--- src/rtl/alu_share_arbiter_pkg.sv ---
// Shared definitions for alu_share_arbiter: ALU control layout, op codes, FSM states.
// Arbitration mode is selected with ALU_ARB_ROUND_ROBIN_EN (see alu_arb_grant).
package alu_share_arbiter_pkg;

  localparam int DATA_W_DEF = 16;
  localparam int CTRL_W     = 6;

  // alu_control bit positions
  localparam int COND_C = 5;
  localparam int COND_Z = 4;
  localparam int OP_HI  = 3;
  localparam int OP_LO  = 2;
  localparam int UPD_Z  = 1;
  localparam int UPD_C  = 0;

  typedef enum logic [1:0] {
    ALU_ADD     = 2'b00,
    ALU_NAND    = 2'b01,
    ALU_SUB     = 2'b10,
    ALU_ADD_ALT = 2'b11
  } alu_op_t;

  typedef enum logic [1:0] {
    ST_IDLE = 2'b00,
    ST_EXEC = 2'b01,
    ST_RESP = 2'b10
  } arb_state_t;

  localparam logic [1:0] GRANT_NONE = 2'b00;
  localparam logic [1:0] GRANT_0    = 2'b01;
  localparam logic [1:0] GRANT_1    = 2'b10;

  // Address generation may only select the operation; conditions and flag updates are stripped.
  localparam logic [CTRL_W-1:0] REQ1_OP_MASK = 6'b001100;

  function automatic logic [CTRL_W-1:0] mask_req1_op(input logic [CTRL_W-1:0] op);
    return op & REQ1_OP_MASK;
  endfunction

  function automatic logic cond_write(input logic [CTRL_W-1:0] ctrl, input logic c, input logic z);
    return (~ctrl[COND_C] | c) & (~ctrl[COND_Z] | z);
  endfunction

endpackage

--- src/rtl/alu_share_arbiter_grant.sv ---
// Two-way grant vector from request valids. ALU_ARB_ROUND_ROBIN_EN adds a priority
// input that breaks ties; without it requester 0 always wins a tie.
module alu_arb_grant
  import alu_share_arbiter_pkg::*;
(
  input  logic [1:0] valid,
`ifdef ALU_ARB_ROUND_ROBIN_EN
  input  logic       prio,
`endif
  output logic [1:0] grant
);

  // Grant decode; single requests are granted the same way in both builds
  always_comb begin
    grant = GRANT_NONE;
    case (valid)
      2'b01: grant = GRANT_0;
      2'b10: grant = GRANT_1;
      2'b11: begin
`ifdef ALU_ARB_ROUND_ROBIN_EN
        if (prio) begin
          grant = GRANT_1;
        end else begin
          grant = GRANT_0;
        end
`else
        grant = GRANT_0;
`endif
      end
      default: grant = GRANT_NONE;
    endcase
  end

endmodule

--- src/rtl/alu_share_arbiter.sv ---
// Shares one external ALU between the execute path (req 0) and address generation (req 1),
// owns the C/Z flags. Define ALU_ARB_ROUND_ROBIN_EN for round-robin tie breaking.
module alu_share_arbiter
  import alu_share_arbiter_pkg::*;
#(
  parameter int DATA_W = DATA_W_DEF
) (
  input  logic              clk,
  input  logic              reset_n,
  input  logic [1:0]        req_valid,
  output logic [1:0]        req_ready,
  input  logic [DATA_W-1:0] req0_a,
  input  logic [DATA_W-1:0] req0_b,
  input  logic [DATA_W-1:0] req1_a,
  input  logic [DATA_W-1:0] req1_b,
  input  logic [5:0]        req0_op,
  input  logic [5:0]        req1_op,
  output logic [1:0]        rsp_valid,
  input  logic [1:0]        rsp_ready,
  output logic [DATA_W-1:0] rsp_data,
  output logic              rsp_wr_en,
  output logic [DATA_W-1:0] alu_a,
  output logic [DATA_W-1:0] alu_b,
  output logic [5:0]        alu_control,
  input  logic [DATA_W-1:0] alu_result,
  input  logic              alu_carry,
  output logic              flag_c,
  output logic              flag_z
);

  arb_state_t        state_r;
  arb_state_t        state_nxt_s;
  logic [1:0]        grant_s;
  logic              gnt_idx_r;
  logic              accept_s;
  logic              rsp_done_s;
  logic              wr_s;
  logic [DATA_W-1:0] sel_a_s;
  logic [DATA_W-1:0] sel_b_s;
  logic [5:0]        sel_op_s;

`ifdef ALU_ARB_ROUND_ROBIN_EN
  logic              prio_r;
`endif

  alu_arb_grant u_grant (
    .valid (req_valid),
`ifdef ALU_ARB_ROUND_ROBIN_EN
    .prio  (prio_r),
`endif
    .grant (grant_s)
  );

  // State register
  always_ff @(posedge clk or negedge reset_n) begin
    if (!reset_n) begin
      state_r <= ST_IDLE;
    end else begin
      state_r <= state_nxt_s;
    end
  end

  // Next state and handshakes; IDLE is re-entered only through the state register,
  // so rsp_ready never reaches req_ready combinationally
  always_comb begin
    state_nxt_s = state_r;
    req_ready   = GRANT_NONE;
    accept_s    = 1'b0;
    rsp_done_s  = 1'b0;
    case (state_r)
      ST_IDLE: begin
        req_ready = grant_s;
        if (grant_s != GRANT_NONE) begin
          accept_s    = 1'b1;
          state_nxt_s = ST_EXEC;
        end else begin
          state_nxt_s = ST_IDLE;
        end
      end
      ST_EXEC: state_nxt_s = ST_RESP;
      ST_RESP: begin
        if (rsp_ready[gnt_idx_r]) begin
          rsp_done_s  = 1'b1;
          state_nxt_s = ST_IDLE;
        end else begin
          state_nxt_s = ST_RESP;
        end
      end
      default: state_nxt_s = ST_IDLE;
    endcase
  end

  // Operand/op selection for the winning requester
  always_comb begin
    sel_a_s  = req0_a;
    sel_b_s  = req0_b;
    sel_op_s = req0_op;
    if (grant_s[1]) begin
      sel_a_s  = req1_a;
      sel_b_s  = req1_b;
      sel_op_s = mask_req1_op(req1_op);
    end else begin
      sel_a_s  = req0_a;
      sel_b_s  = req0_b;
      sel_op_s = req0_op;
    end
  end

  assign wr_s = cond_write(alu_control, flag_c, flag_z);

  // Datapath: operand capture on accept, result/flag capture in EXEC, response hold
  always_ff @(posedge clk or negedge reset_n) begin
    if (!reset_n) begin
      gnt_idx_r   <= 1'b0;
      alu_a       <= {DATA_W{1'b0}};
      alu_b       <= {DATA_W{1'b0}};
      alu_control <= 6'b000000;
      rsp_data    <= {DATA_W{1'b0}};
      rsp_wr_en   <= 1'b0;
      rsp_valid   <= 2'b00;
      flag_c      <= 1'b0;
      flag_z      <= 1'b0;
    end else begin
      if (accept_s) begin
        gnt_idx_r   <= grant_s[1];
        alu_a       <= sel_a_s;
        alu_b       <= sel_b_s;
        alu_control <= sel_op_s;
      end
      if (state_r == ST_EXEC) begin
        rsp_data  <= alu_result;
        rsp_wr_en <= wr_s;
        rsp_valid <= gnt_idx_r ? GRANT_1 : GRANT_0;
        if (wr_s && alu_control[UPD_C]) begin
          flag_c <= alu_carry;
        end
        if (wr_s && alu_control[UPD_Z]) begin
          flag_z <= (alu_result == {DATA_W{1'b0}});
        end
      end
      if (rsp_done_s) begin
        rsp_valid <= 2'b00;
      end
    end
  end

`ifdef ALU_ARB_ROUND_ROBIN_EN
  // Tie-break pointer: prefer whichever requester was not granted last
  always_ff @(posedge clk or negedge reset_n) begin
    if (!reset_n) begin
      prio_r <= 1'b0;
    end else if (accept_s) begin
      prio_r <= ~grant_s[1];
    end
  end
`endif

endmodule

--- config.mk ---
export PLATFORM = sky130hd
export DESIGN_NAME = alu_share_arbiter
export DESIGN_NICKNAME = d
export VERILOG_FILES = /design/src/rtl/alu_share_arbiter_pkg.sv /design/src/rtl/alu_share_arbiter_grant.sv /design/src/rtl/alu_share_arbiter.sv
export SDC_FILE = /design/constraint.sdc
export NUM_CORES = 1
export LEC_CHECK = 0
export CELL_PAD_IN_SITES_DETAIL_PLACEMENT = 0
export CELL_PAD_IN_SITES_GLOBAL_PLACEMENT = 2
export CORE_UTILIZATION = 25
export CTS_CLUSTER_DIAMETER = 200
export DETAILED_ROUTE_END_ITERATION = 6
export HOLD_SLACK_MARGIN = 0.1
export PLACE_DENSITY = 0.88
export SLEW_MARGIN = 20
export SYNTH_ARGS = -nofsm -noshare
export SYNTH_HDL_FRONTEND = slang
export SYNTH_HIERARCHICAL = 1
export SYNTH_SLANG_ARGS = --single-unit
export TNS_END_PERCENT = 100
--- constraint.sdc ---
create_clock -name clk -period 3.3 [get_ports clk]
set_input_delay 0.99 -clock clk [delete_from_list [all_inputs] [get_ports clk]]
set_output_delay 0.99 -clock clk [all_outputs]
set_load 0.01 [all_outputs]
==> out/metrics.yaml <==
clock_tree:
  cts_sinks: 62
  cts_tree: "done"
  cts_buffers: 9
  htree_levels: 3
  cts_buffer_depth: 2
  clock_latency_ns: 0.32
  clock-root-buffer: "clkbuf_16"
  postCtsSetupBuffers: 0
  clk_transition_reported_paths_ns: 0.05
power_and_ir_drop:
  ir_worst_vdd_uv: 344
  p_leak_nw: 2.08
  power.density_mw_per_mm2: 865
  power_mw: 4.28
timing:
  final-hold-violation-count: 0
  setup_viol: 0
  fmax_ghz: 0.323
  slew_headroom_pct: 47.2
  fin_skew_ns: 0.00892
  rsz0062_at_grt: "no"
  max_slew.worst_pin.slew_ns: 0.792
  holdWs_ns: 0.472
  drv_slew: 0
  finalCritPeriodShare_pct: 93.8
  fin_crit_ns: 3.10
cells_and_area:
  finalInstanceArea_mm2: 0.00495
  syn_to_final_growth_pct: 71.1
  drive_gt1_share_pct: 23.9
  multi_input_area_mm2: 0.00125
  regArea_mm2: 0.00155
  fin_nets: 492
  final_cells: 538
  antenna_cells: 0
  nFillCells: 1040
worst_setup_path:
  crit_type: "input pin to primary output"
  cp_cell_sequence: "clkdlybuf4s50_1 -> nor3b_4 -> dlygate4sd2_1"
  cp-end-kind: "primary output"
  start_kind: "input pin"
  arrival_ns: 2.11
  cpMaxStageDelayCell: "clkdlybuf4s50_1"
  critPathMaxStageDelay_ns: 0.54
  cp_max_fo: 2
  critPathRequiredTime_ns: 2.31
  reg2reg_slack_ns: 1.51
place:
  post-dp-hpwl_um: 5720
  place_area_mm2: 0.00461
  gp_congestion: 0.739
  io_buffers: 155
  dp_cells: 522
detailed_routing:
  ant_nets: 0
  vias_per_cell: 4.31
  drc: 0
  wl_met3_um: 412
  drt_iter0_drc: 92
  vias: 2320
  wl_met1_um: 3420
  post_drt_wl_per_cell_um: 14.2
  topRoutingLayerUsed: "met4"
  wirelength_um: 7660
  wl_met2_um: 3770
  first_pass_iters: 4
logic_synthesis:
  syn-instance-count: 236
  ys_seq_area_share_pct: 53.7
  ys_types: 27
  ys.warnings.count: 6
  avgSynthCellArea_um2: 12.3
  synth_seq_cells: 62
  ys.flop_type: "dfrtp_1"
  synth_nets: 335
  synth_area_mm2: 0.00289
  synth_edf_count: 0
  synthArstFlopShare_pct: 100
global_routing:
  overflow: 0
  grt_start_max_net_pins: 36
  antenna_found_initial: 0
  grt_pass1_wl_um: 11800
  grt_pass1_vias: 2279
  grt_usage_pct: 13.0
floorplanning:
  die-height_um: 110
  rows: 38
  fp.coreArea_mm2: 0.0110
  die_w_um: 110
  dieArea_mm2: 0.0120
  start_util_pct: 26.2
  pin_count: 160
status:
  status: "finished, final reports clean"
job:
  drv_cap: 0
worst_hold_path:
  hold_class: "flip-flop to flip-flop"
## flip-flops by register name, summed over array words and instances, names as in the netlist
register     count
flag_c           1
alu_b           16
gnt_idx_r        1
alu_a           16
flag_z           1
alu_control      6
state_r          2
rsp_valid        2
rsp_data        16
rsp_wr_en        1
## critical path, delay by kind of cell
kind,cells,cell delay [ns]
buffers and inverters,2,0.84
and+or+nand+nor,1,0.27
## cell families after synthesis
family	share of synthesized area, %
AOI/OAI and AO/OA	2.86
muxes	27.9
DFF	53.7
and+or+nand+nor	12.1
buffers and inverters	3.50
## area by class of cell
| cell class | instances | share of cell area, % |
|---|---|---|
| sequential | 62 | 31.4 |
| clock inverter | 6 | 2.23 |
| inverter | 4 | 0.304 |
| tap | 140 | 3.54 |
| multi-input combinational | 155 | 25.3 |
| clock buffer | 10 | 4.63 |
| timing repair buffer | 161 | 32.6 |
## per-stage QoR
stage | TNS [ns] | utilization [%] | setup slack, ns
6_report | 0 | 44.8 | 0.205
5_1_grt | 0 | 44.8 | 0.110
4_1_cts | 0 | 44.8 | 0.178
3_5_place_dp | -0.164 | 41.8 | -0.107
3_3_place_gp | -0.132 | 41.8 | -0.105
2_1_floorplan | 0 | - | 0.732
## power breakdown
| part | total, mW | internal, mW | switching [mW] | leakage, nW |
|---|---|---|---|---|
| Combinational | 1.84 | 1.12 | 0.715 | 1.18 |
| Sequential | 1.37 | 1.14 | 0.230 | 0.745 |
| Clock | 1.07 | 0.736 | 0.334 | 0.159 |
| Total | 4.28 | 3.00 | 1.28 | 2.08 |
## timing repair
action | 4_1_cts | 5_1_grt
resized for setup | 2 | 0
endpoints found under the setup margin | 2 | 0
hold buffers | 0 | 0
## final timing paths
path                               from           end  depth (start not counted)
min in group asynchronous       reset_n   rsp_data[7]                          1
min                        rsp_data[13]  rsp_data[13]                          2
min reg2reg                rsp_data[13]  rsp_data[13]                          2
max                        req_valid[0]  req_ready[0]                          3
max reg2reg                  state_r[0]     alu_b[14]                          5
max in group asynchronous       reset_n     alu_a[14]                          2
## synthesized netlist by cell type, drive strengths merged, types with 3 or more instances
cell type / count / area (µm²)
nand2b: 4 / 25.0
a32o: 4 / 40.0
nand2: 52 / 195
nand4: 3 / 18.8
clkbuf: 5 / 20.0
mux2: 69 / 796
nor2: 3 / 13.8
nor4: 4 / 25.0
dfrtp: 62 / 1550
buf: 10 / 66.3
inv: 4 / 15.0
## placed cells by master, fill, tap and decap left out, types with 2 or more instances in the layout
master,synthesis,layout
a211oi_1,2,2
a21oi_1,2,2
a32o_1,4,4
buf_12,0,2
buf_4,0,4
bufinv_16,0,3
clkbuf_16,0,9
clkdlybuf4s50_1,0,152
clkinvlp_4,0,2
dfrtp_1,62,62
dlygate4sd2_1,0,2
inv_1,4,4
mux2_2,64,64
mux2_4,5,5
nand2_1,52,52
nand2b_1,4,4
nand3b_1,2,2
nand4_1,3,3
nor2_1,2,2
nor4_1,4,4
o21ai_0,2,2
## metal layers
metal	GRT usage [%]	up-vias
met4	3.43	0
li1	-	1134
met2	21.1	64
met5	0	-
met3	3.38	2
met1	17.1	1120
No activity file was read; power rests on OpenSTA's default activity.
==> variant, RTL diff (same settings) <==
Put one more register stage on the output `flag_c`, with the module's reset. The value now appears one clock later. The other outputs are not delayed to match.
--- a/src/rtl/alu_share_arbiter.sv
+++ b/src/rtl/alu_share_arbiter.sv
@@ -29,2 +29,4 @@
 );
+
+  logic flag_c_s0;
 
@@ -108,3 +110,3 @@
 
-  assign wr_s = cond_write(alu_control, flag_c, flag_z);
+  assign wr_s = cond_write(alu_control, flag_c_s0, flag_z);
 
@@ -120,3 +122,3 @@
       rsp_valid   <= 2'b00;
-      flag_c      <= 1'b0;
+      flag_c_s0   <= 1'b0;
       flag_z      <= 1'b0;
@@ -134,3 +136,3 @@
         if (wr_s && alu_control[UPD_C]) begin
-          flag_c <= alu_carry;
+          flag_c_s0 <= alu_carry;
         end
@@ -157,2 +159,10 @@
 
+  always_ff @(posedge clk or negedge reset_n) begin
+    if (!reset_n) begin
+      flag_c <= '0;
+    end else begin
+      flag_c <= flag_c_s0;
+    end
+  end
+
 endmodule
Behaviour: not the same (Yosys sat finds a counterexample within 4 cycles, from zero or initial values and one cycle with reset_n low).
==> variant against the unedited design <==
  * Total power decreased by 4.0%
  * Largest cell class unchanged
  * Hold slack worse by 77 ps
  * Routed wire length increased by 4.0%
  * Sequential share of layout area grew 0.70 points
  * Design area down 0.61%
  * Area after synthesis rose by 0.87%
  * Sequential cell count increased by 1
  * Die area up 0.85%
  * Setup slack worse by 3.1 ps
  * Non-clock buffer count is 2 higher
==> variant: results (changes against the unedited design) <==
[drt]
wl_mm = 7.968  ; +4.0%
drt_pre_antenna_iters = 6  ; +2
vias_per_cell = 4.418  ; +2.5%
drt_iter0_drc = 79  ; -14%

[place]
place_area_um2 = 4653  ; +0.95%
globalplace.congestion = 0.7195  ; -2.6%
post-dp-hpwl_mm = 5.938  ; +3.8%

[global_route]
track_usage_pct = 13.18  ; +0.21 points
grt_pass1_wl_mm = 11.87  ; +0.41%
grt_pass1_vias = 2373  ; +4.1%

[timing]
slew_headroom_pct = 49.17  ; +2.0 points
timing.hold.ws_ps = 395.1  ; -77.03 ps
skew_ps = 6.287  ; -2.636 ps

[critical_path]
reg2reg_from = state_r[0]$_DFF_PN0_
critical_path.max_stage_delay_ps = 460  ; -80 ps
r2r_slack_ps = 1620  ; +110 ps
crit_family = buffers and inverters

[yosys]
ys_seq_area_share_pct = 54.05  ; +0.40 points
yosys-top-cells-count = mux2_2, dfrtp_1, nand2_1
synthFlopType = dfrtp_1
synth_fp_nets = 336  ; +0.30%
synthTopCellsByArea = dfrtp_1, mux2_2, nand2_1

[finish]
fin_nets = 495  ; +0.61%
drive_gt1_share_pct = 24.00  ; +0.13 points
fill_cells = 1106  ; +6.3%
n_antenna_cell = 0  ; unchanged

[status]
outcome = finished clean

[clocking]
cts-root-buf = clkbuf_16
clk_pin_slew_ps = 50  ; about the same

[min_path]
hold_start = flag_c_s0$_DFFE_PN0P_
min_to = flag_c$_DFF_PN0_
min_path_cells = 0  ; -2

[pwr]
ir_drop_mv = 0.3281  ; -4.7%
leakage_nw = 2.074  ; -0.33%
swShare_pct = 31.41  ; +1.5 points

variant: area by class of cell:
class | instances | area, um2 | share of cell area, %
clock inverter | 4 | 22.52 | 0.4581
timing repair buffer | 163 | 1629 | 33.14
tap | 143 | 178.9 | 3.640
clock buffer | 11 | 242.7 | 4.938
inverter | 4 | 15.01 | 0.3054
sequential | 63 | 1577 | 32.07
multi-input combinational | 155 | 1251 | 25.45
variant: worst max-delay path by stage:
stage               depth (start not counted)         start      endpoint
floorplan                                   3  req_valid[1]  req_ready[1]
global placement                            4  req_valid[1]  req_ready[1]
detailed placement                          4  req_valid[0]  req_ready[1]
CTS                                         4  req_valid[0]  req_ready[1]
global route                                4  req_valid[0]  req_ready[1]
finish                                      4  req_valid[0]  req_ready[1]
variant: per-stage QoR:
stage	cells	setup slack, ps	setup TNS [ps]
floorplan	237	732.1	0
global placement	528	-91.61	-94.88
detailed placement	528	-84.91	-102.8
CTS	543	185.5	0
global route	543	117.3	0
finish	543	201.6	0
variant: logic make-up after synthesis:
family          count (synthesis)  synth area share, %
buf+inv                        19                3.474
simple gates                   74                12.01
flops                          63                54.05
mux                            70                27.63
compound gates                 11                2.831
variant: power by group through the flow:
stage          sequential [mW]  clock [mW]  combinational [mW]
6_report                  1.40       0.841                1.87
4_1_cts                   1.40       0.872                1.91
3_3_place_gp              1.39           0                1.88
5_1_grt                   1.45       0.906                2.02
3_5_place_dp              1.41           0                1.90
2_1_floorplan             1.53           0               0.709
variant: timing repair:
item | CTS | global route
resized for setup | 2 | 0
setup endpoints to repair | 2 | 0
hold buffers | 0 | 0
variant: routing by layer:
layer | vias up | part of all wire (%) | track usage, %
li1 | 1134 | - | -
met1 | 1178 | 41 | 15.07
met2 | 77 | 52 | 23.21
met3 | 10 | 6.2 | 3.469
met4 | 0 | 1.3 | 5.429
met5 | - | 0 | 0
